===== config.mk =====
export PLATFORM = sky130hd
export DESIGN_NAME = wb_regfile_stage
export DESIGN_NICKNAME = d
export VERILOG_FILES = /design/src/rtl/risc_pkg.sv /design/src/rtl/regfile_core.sv /design/src/rtl/wb_regfile_stage.sv
export SDC_FILE = /design/constraint.sdc
export NUM_CORES = 2
export LEC_CHECK = 0
export BUFFER_PORTS_ARGS = -buffer_cell sky130_fd_sc_hd__buf_4
export CORE_MARGIN = 5
export CORE_UTILIZATION = 60
export CTS_BUF_LIST = sky130_fd_sc_hd__clkbuf_4 sky130_fd_sc_hd__clkbuf_8
export DETAILED_ROUTE_END_ITERATION = 6
export PLACE_DENSITY_LB_ADDON = 0.08
export SYNTH_ARGS = -nofsm -noshare
export SYNTH_HDL_FRONTEND = slang
export SYNTH_HIERARCHICAL = 1
export SYNTH_SLANG_ARGS = --single-unit

===== constraint.sdc =====
create_clock -name CLK -period 4.85 [get_ports CLK]
set_input_delay 0.97 -clock CLK [delete_from_list [all_inputs] [get_ports CLK]]
set_output_delay 0.97 -clock CLK [all_outputs]
set_load 0.05 [all_outputs]

===== src/rtl/risc_pkg.sv =====
// risc_pkg: constants shared by the write-back / register-file slice.
//   DATA_W, ADDR_W : default datapath and register-address widths.
//   MD_*           : MuxD select encoding used by the write-back stage.
package risc_pkg;

  localparam int DATA_W = 32;
  localparam int ADDR_W = 5;

  localparam logic [1:0] MD_FUNC = 2'd0;  // function-unit result
  localparam logic [1:0] MD_DATA = 2'd1;  // data-memory read data
  localparam logic [1:0] MD_SLT  = 2'd2;  // zero-extended N xor V flag
  localparam logic [1:0] MD_ZERO = 2'd3;  // constant zero

endpackage


===== src/rtl/regfile_core.sv =====
// regfile_core: 2^ADDR_W x DATA_W architectural register file.
//   clk     in  : write clock, rising edge
//   rst_n   in  : asynchronous active-low clear of every register
//   we      in  : write enable
//   wa      in  : write address (address 0 is never written)
//   d_data  in  : write data
//   aa, ba  in  : read addresses for ports A and B
//   a_data  out : combinational contents of register aa (0 for R0)
//   b_data  out : combinational contents of register ba (0 for R0)
module regfile_core
  import risc_pkg::*;
#(
  parameter int DATA_W = risc_pkg::DATA_W,
  parameter int ADDR_W = risc_pkg::ADDR_W
) (
  input  logic              clk,
  input  logic              rst_n,
  input  logic              we,
  input  logic [ADDR_W-1:0] wa,
  input  logic [DATA_W-1:0] d_data,
  input  logic [ADDR_W-1:0] aa,
  input  logic [ADDR_W-1:0] ba,
  output logic [DATA_W-1:0] a_data,
  output logic [DATA_W-1:0] b_data
);

  localparam int NREG = 1 << ADDR_W;

  logic [DATA_W-1:0] mem [NREG];

  // Reset clears the array at once; a write on the same edge is simply lost
  // because the reset branch takes priority.
  always_ff @(posedge clk or negedge rst_n) begin
    if (!rst_n) begin
      for (int i = 0; i < NREG; i++) begin
        mem[i] <= '0;
      end
    end else if (we && (wa != '0)) begin
      mem[wa] <= d_data;
    end
  end

  // No write-to-read bypass: reads see the array as it stands, so a write
  // becomes visible only after its clock edge. R0 is forced to zero.
  assign a_data = (aa == '0) ? '0 : mem[aa];
  assign b_data = (ba == '0) ? '0 : mem[ba];

endmodule


===== src/rtl/wb_regfile_stage.sv =====
// wb_regfile_stage: write-back stage fused with the register file.
//   CLK      in  : clock, state updates on the rising edge
//   reset    in  : asynchronous active-low reset of the register file
//   MD_1     in  : MuxD select (MD_FUNC / MD_DATA / MD_SLT / MD_ZERO)
//   NxorV    in  : signed less-than flag from execute
//   FUNC_OUT in  : function-unit result
//   DATA_OUT in  : data-memory read data
//   RW_1     in  : register write enable
//   DA_1     in  : destination register address
//   AA, BA   in  : read port addresses
//   Bus_D    out : selected write-back value (combinational, unaffected by reset)
//   A_Data   out : contents of register AA (combinational)
//   B_Data   out : contents of register BA (combinational)
module wb_regfile_stage
  import risc_pkg::*;
#(
  parameter int DATA_W = risc_pkg::DATA_W,
  parameter int ADDR_W = risc_pkg::ADDR_W
) (
  input  logic              CLK,
  input  logic              reset,
  input  logic [1:0]        MD_1,
  input  logic              NxorV,
  input  logic [DATA_W-1:0] FUNC_OUT,
  input  logic [DATA_W-1:0] DATA_OUT,
  input  logic              RW_1,
  input  logic [ADDR_W-1:0] DA_1,
  input  logic [ADDR_W-1:0] AA,
  input  logic [ADDR_W-1:0] BA,
  output logic [DATA_W-1:0] Bus_D,
  output logic [DATA_W-1:0] A_Data,
  output logic [DATA_W-1:0] B_Data
);

  // MuxD: picks the value to commit this cycle.
  always_comb begin
    Bus_D = '0;
    case (MD_1)
      MD_FUNC: Bus_D = FUNC_OUT;
      MD_DATA: Bus_D = DATA_OUT;
      MD_SLT:  Bus_D = {{(DATA_W-1){1'b0}}, NxorV};
      default: Bus_D = '0;
    endcase
  end

  regfile_core #(
    .DATA_W (DATA_W),
    .ADDR_W (ADDR_W)
  ) u_regfile_core (
    .clk    (CLK),
    .rst_n  (reset),
    .we     (RW_1),
    .wa     (DA_1),
    .d_data (Bus_D),
    .aa     (AA),
    .ba     (BA),
    .a_data (A_Data),
    .b_data (B_Data)
  );

endmodule


Word level (Yosys, flattened, before mapping)
Cells that the tools add are included.
Operators by class
  reduce and logical (&&, ||, !) cells: 6
  order comparisons: 4
  bitwise operators: 3
  equal/unequal tests: 2
  multiplexer cells: 12
Operators with widths (count)
  1024-bit bitwise mux: 1
  32-bit binary-select mux with 5-bit select: 2
  32-bit two-way mux: 7
  32-bit demux with 5-bit select: 1
  32-bit case mux with 3 select lines: 1
  6-bit greater-or-equal comparator, second input constant: 3
  5-bit inverter with 6-bit output: 3
  5-bit zero test: 2
  6-bit by 1-bit less-than comparator with 1-bit output, second input constant: 1
  5-bit nonzero test: 1
  2-bit by 1-bit equality test with 1-bit output, second input constant: 1
  2-bit equality test, second input constant: 1
  1-bit logical AND: 2
  2-bit zero test: 1
Word-level totals
  word-level logic and storage cells: 59
  bits in registers: 1024
  input bits: 85

Depth between registers and ports, before layout
  word-level depth: 6
  depth in mapped cells: 7

Hierarchy
Netlist, hierarchy kept.
By module, submodules not included
  regfile_core: times used 1, cells an instance 3621, area each 54369.6 sq um
  wb_regfile_stage: times used 1, cells an instance 73, area each 543.0 sq um

Worst setup path before layout
No wires, ideal clock.
  path type: in2out
  start point: input port AA[0]
  end point: output port A_Data[14]
  stages: 7
  setup slack: 548 ps
  path buffers: 4
  data arrival time: 3332 ps
  required time: 3880 ps
  cells stage by stage: buf_2 > inv_1 > buf_2 > buf_2 > clkbuf_1 > o2111ai_1 > a311oi_1
On the way
  cells in the longest elaborated chain, start to end: 5
RTL lines
  start: declaration: line wb_regfile_stage.sv:28  | input logic [ADDR_W-1:0] AA,
  5-bit inverter with 6-bit output (not written as such): line regfile_core.sv:45  | assign a_data = (aa == '0) ? '0 : mem[aa];
  32-bit binary-select mux with 5-bit select: line regfile_core.sv:45
  32-bit two-way mux (not written as such) (2 in series): line regfile_core.sv:45
  32-bit two-way mux *: line regfile_core.sv:45
  end: declaration: line wb_regfile_stage.sv:31  | output logic [DATA_W-1:0] A_Data,
Mark *: on every way between the ends. The rest lies on a longest branch, timed or not. The select of a mux whose other input is x is not followed.

Final worst setup path
  start point: input port AA[0]
  end point: output port A_Data[13]
Same word-level chain as after synthesis.

==> metrics <==
Final Hold Fails 0; GRT Total Usage 37.8%; Setup TNS 0 ns; post-synthesis instance total 3694; max_slew headroom 12.2%; Detail Placement HPWL 111000 um; CTS clock-pin slew for the worst setup and hold paths 0.06 ns; synthesized flop and latch total 1024; Initial Utilization 60.2%; GPL Wtd Cong 0.883; DR vias/cell 7.34; IO Pins 181; Clock Power Share 35.7%; Mapped Area 0.0549 mm2; LEAKAGE 28.0 nW; R2R Setup Slk 4.04 ns; Worst IR Drop VDD 0.000305 V; crit path cell chain buf_6 -> nor2b_4 -> buf_4 -> a221oi_1 -> o21ai_0 -> a311oi_1 -> buf_4; Tmin final 4.65 ns; Critical Path End Type output port; placed cell count 4812; CP max stage cell a311oi_1; # rows 111; fmax 0.215 GHz; Internal 16.6 mW; CTS Buf Count 176; critical path's largest stage delay 0.66 ns; initial DRC count 4163; via count 37700; synth warn 6; Max Cap Viol 0; delay-heaviest family, CP buffers and inverters; CTS hold repair buffers 0; CTS tree built; Slew Limit Fails 0; H-tree levels 4; Tightest Hold Check Type input port to asynchronous set/reset pin; clock skew 0 ns; Overflow after GRT 0; post-route ant nets 0; syn_nets 3779; Biggest register u_regfile_core/mem; Switching Share 28.4%; CTS Root Cell clkbuf_8; largest net degree at the start of global routing 116; Synth cell types 39; first-pass GRT wire length 272000 um; worst path buffer plus inverter count 3; FF/Latch Area 0.0256 mm2; number of global-route vias before repair 39600; Multi-input gate area 0.0275 mm2; Startpoint Class input port; post-layout instance area 0.0619 mm2; CP Class input port to output port; Die W 313 um; fill cell count 6310; Combinational Power Share 19.0%; Worst EP arrival 3.68 ns; Final nets 3889; Final Power 23.2 mW; Area after DPL 0.0581 mm2; synthesis-to-layout area growth 12.6%; Core Box Area 0.0912 mm2; share of cells above drive strength 1 57.2%; Tcrit/Tclk final 95.9%; clock network latency to the later pin of the worst-skew pair 0.85 ns; dominant cell type by area after synthesis dfrtp_1; Post-CTS Resized 0; max reg flops 1024; sequential-to-total area share from yosys stat 46.7%; Post-CTS Setup Bufs 0; WL final 184000 um; initial antenna violation count 5; PwrDens 375 mW/mm2; Finished Layout Cells 5129; syn_area_per_cell 14.9 um2; die height 313 um; P_sw 6.59 mW; worst-margin pin slew 1.32 ns; RSZ-0062 raised after global routing false; critical path's most frequent cell buf_4; final setup fails 0; DRC Markers 0; Port Buf Inserts 180; drt wl/cell 35.9 um; die area 0.0977 mm2; largest cells by area after synthesis dfrtp_1 47%, mux2_2 21%, mux4_2 18%, mux2i_1 2.9%, buf_2 1.6%; First-pass DRT Iterations 5; top flop regs u_regfile_core/mem: 1024 flops; CTS Sinks 1024; Synth top area share 46.7%; maximum fanout along the worst path 35; Seq pwr share 45.3%; status finished, final reports clean; CP required 3.88 ns; Max Root-Sink Buffers 3
==> area by class of cell <==
cell class                 instances  area share, %
multi-input combinational       2228           44.5
inverter                           2         0.0162
clock buffer                     281           5.68
timing repair buffer             372           5.64
sequential                      1024           41.4
antenna                            4         0.0162
tap                             1186           2.40
clock inverter                    32          0.366
==> power groups by stage <==
stage	combinational, mW	clock, mW	sequential, mW
2_1_floorplan	3.13	0	10.3
3_3_place_gp	4.22	0	10.5
3_5_place_dp	4.35	0	10.6
4_1_cts	4.37	8.38	10.5
5_1_grt	4.64	8.78	10.6
6_report	4.40	8.28	10.5
==> cell families after synthesis <==
| family | Yosys count | share of synthesized area (%) |
|---|---|---|
| simple gates | 197 | 1.83 |
| mux | 1664 | 42.9 |
| flops | 1024 | 46.7 |
| buf+inv | 442 | 3.76 |
| compound gates | 367 | 4.80 |
==> synth_stat cells <==
cell and n:
buf_6 1, buf_4 34, o2111ai_1 18, inv_1 2
mux2_2 1046, a221oi_1 46, mux4_2 448, nand2_1 49
nand4b_1 3, clkbuf_1 225, a22oi_1 64, nor2_1 48
clkbuf_4 1, dfrtp_1 1024, nor3b_1 2, or3_1 3
nand4_1 1, nor2b_1 71, buf_12 3, and2_1 1
buf_2 171, a311oi_1 64, nor2_2 2, mux2i_1 160
nor4_2 1, and2_0 1, or4_1 2, nand2b_1 5
a211oi_1 64, mux2_1 10, nand3b_1 1, and3_1 1
nand3_1 1, o21ai_0 102, nor3_1 3, or2_2 2
o21ai_1 9, clkbuf_2 2, buf_1 3
==> layer usage <==
layer	track usage [%]	vias to the layer above	wire length [um]
met2	55.6	2397	82000
met1	52.8	20100	71800
met3	11.1	587	20500
met4	17.7	6	9860
met5	0	-	34
li1	-	14500	-
==> cell usage in the layout (no fill, tap or decap), types with 11 or more instances in the layout <==
cell type and count:
mux2i_1 160, clkinv_2 20, buf_4 313, a211oi_1 64
a311oi_1 64, clkbuf_4 57, a221oi_1 46, o21ai_0 101
nand2_2 11, buf_12 52, a22oi_1 64, nor2_2 26
nor2_4 14, nand2_1 38, mux4_2 448, clkbuf_8 224
dfrtp_1 1024, nor2b_1 66, o2111ai_1 18, mux2_2 1046
==> worst paths after layout <==
| check | end | from | depth (start not counted) |
|---|---|---|---|
| setup / recovery | A_Data[13] | AA[0] | 7 |
| hold / removal | u_regfile_core/mem[244] | reset | 1 |
| setup reg to reg | u_regfile_core/mem[812] | u_regfile_core/mem[812] | 1 |
| hold reg to reg | u_regfile_core/mem[1023] | u_regfile_core/mem[1023] | 0 |
| max in group asynchronous | u_regfile_core/mem[105] | reset | 2 |
| min in group CLK | u_regfile_core/mem[1023] | u_regfile_core/mem[1023] | 0 |
==> through the flow <==
step                setup WS, ns  util, %  hold WS [ns]
CTS                        0.243     67.8         0.164
floorplan                  0.548        -         0.441
finish                     0.197     67.8         0.159
detailed placement         0.262     63.7         0.383
global route              0.0400     67.8         0.201
global placement           0.216     63.7         0.376
(Power assumes the default switching activity.)
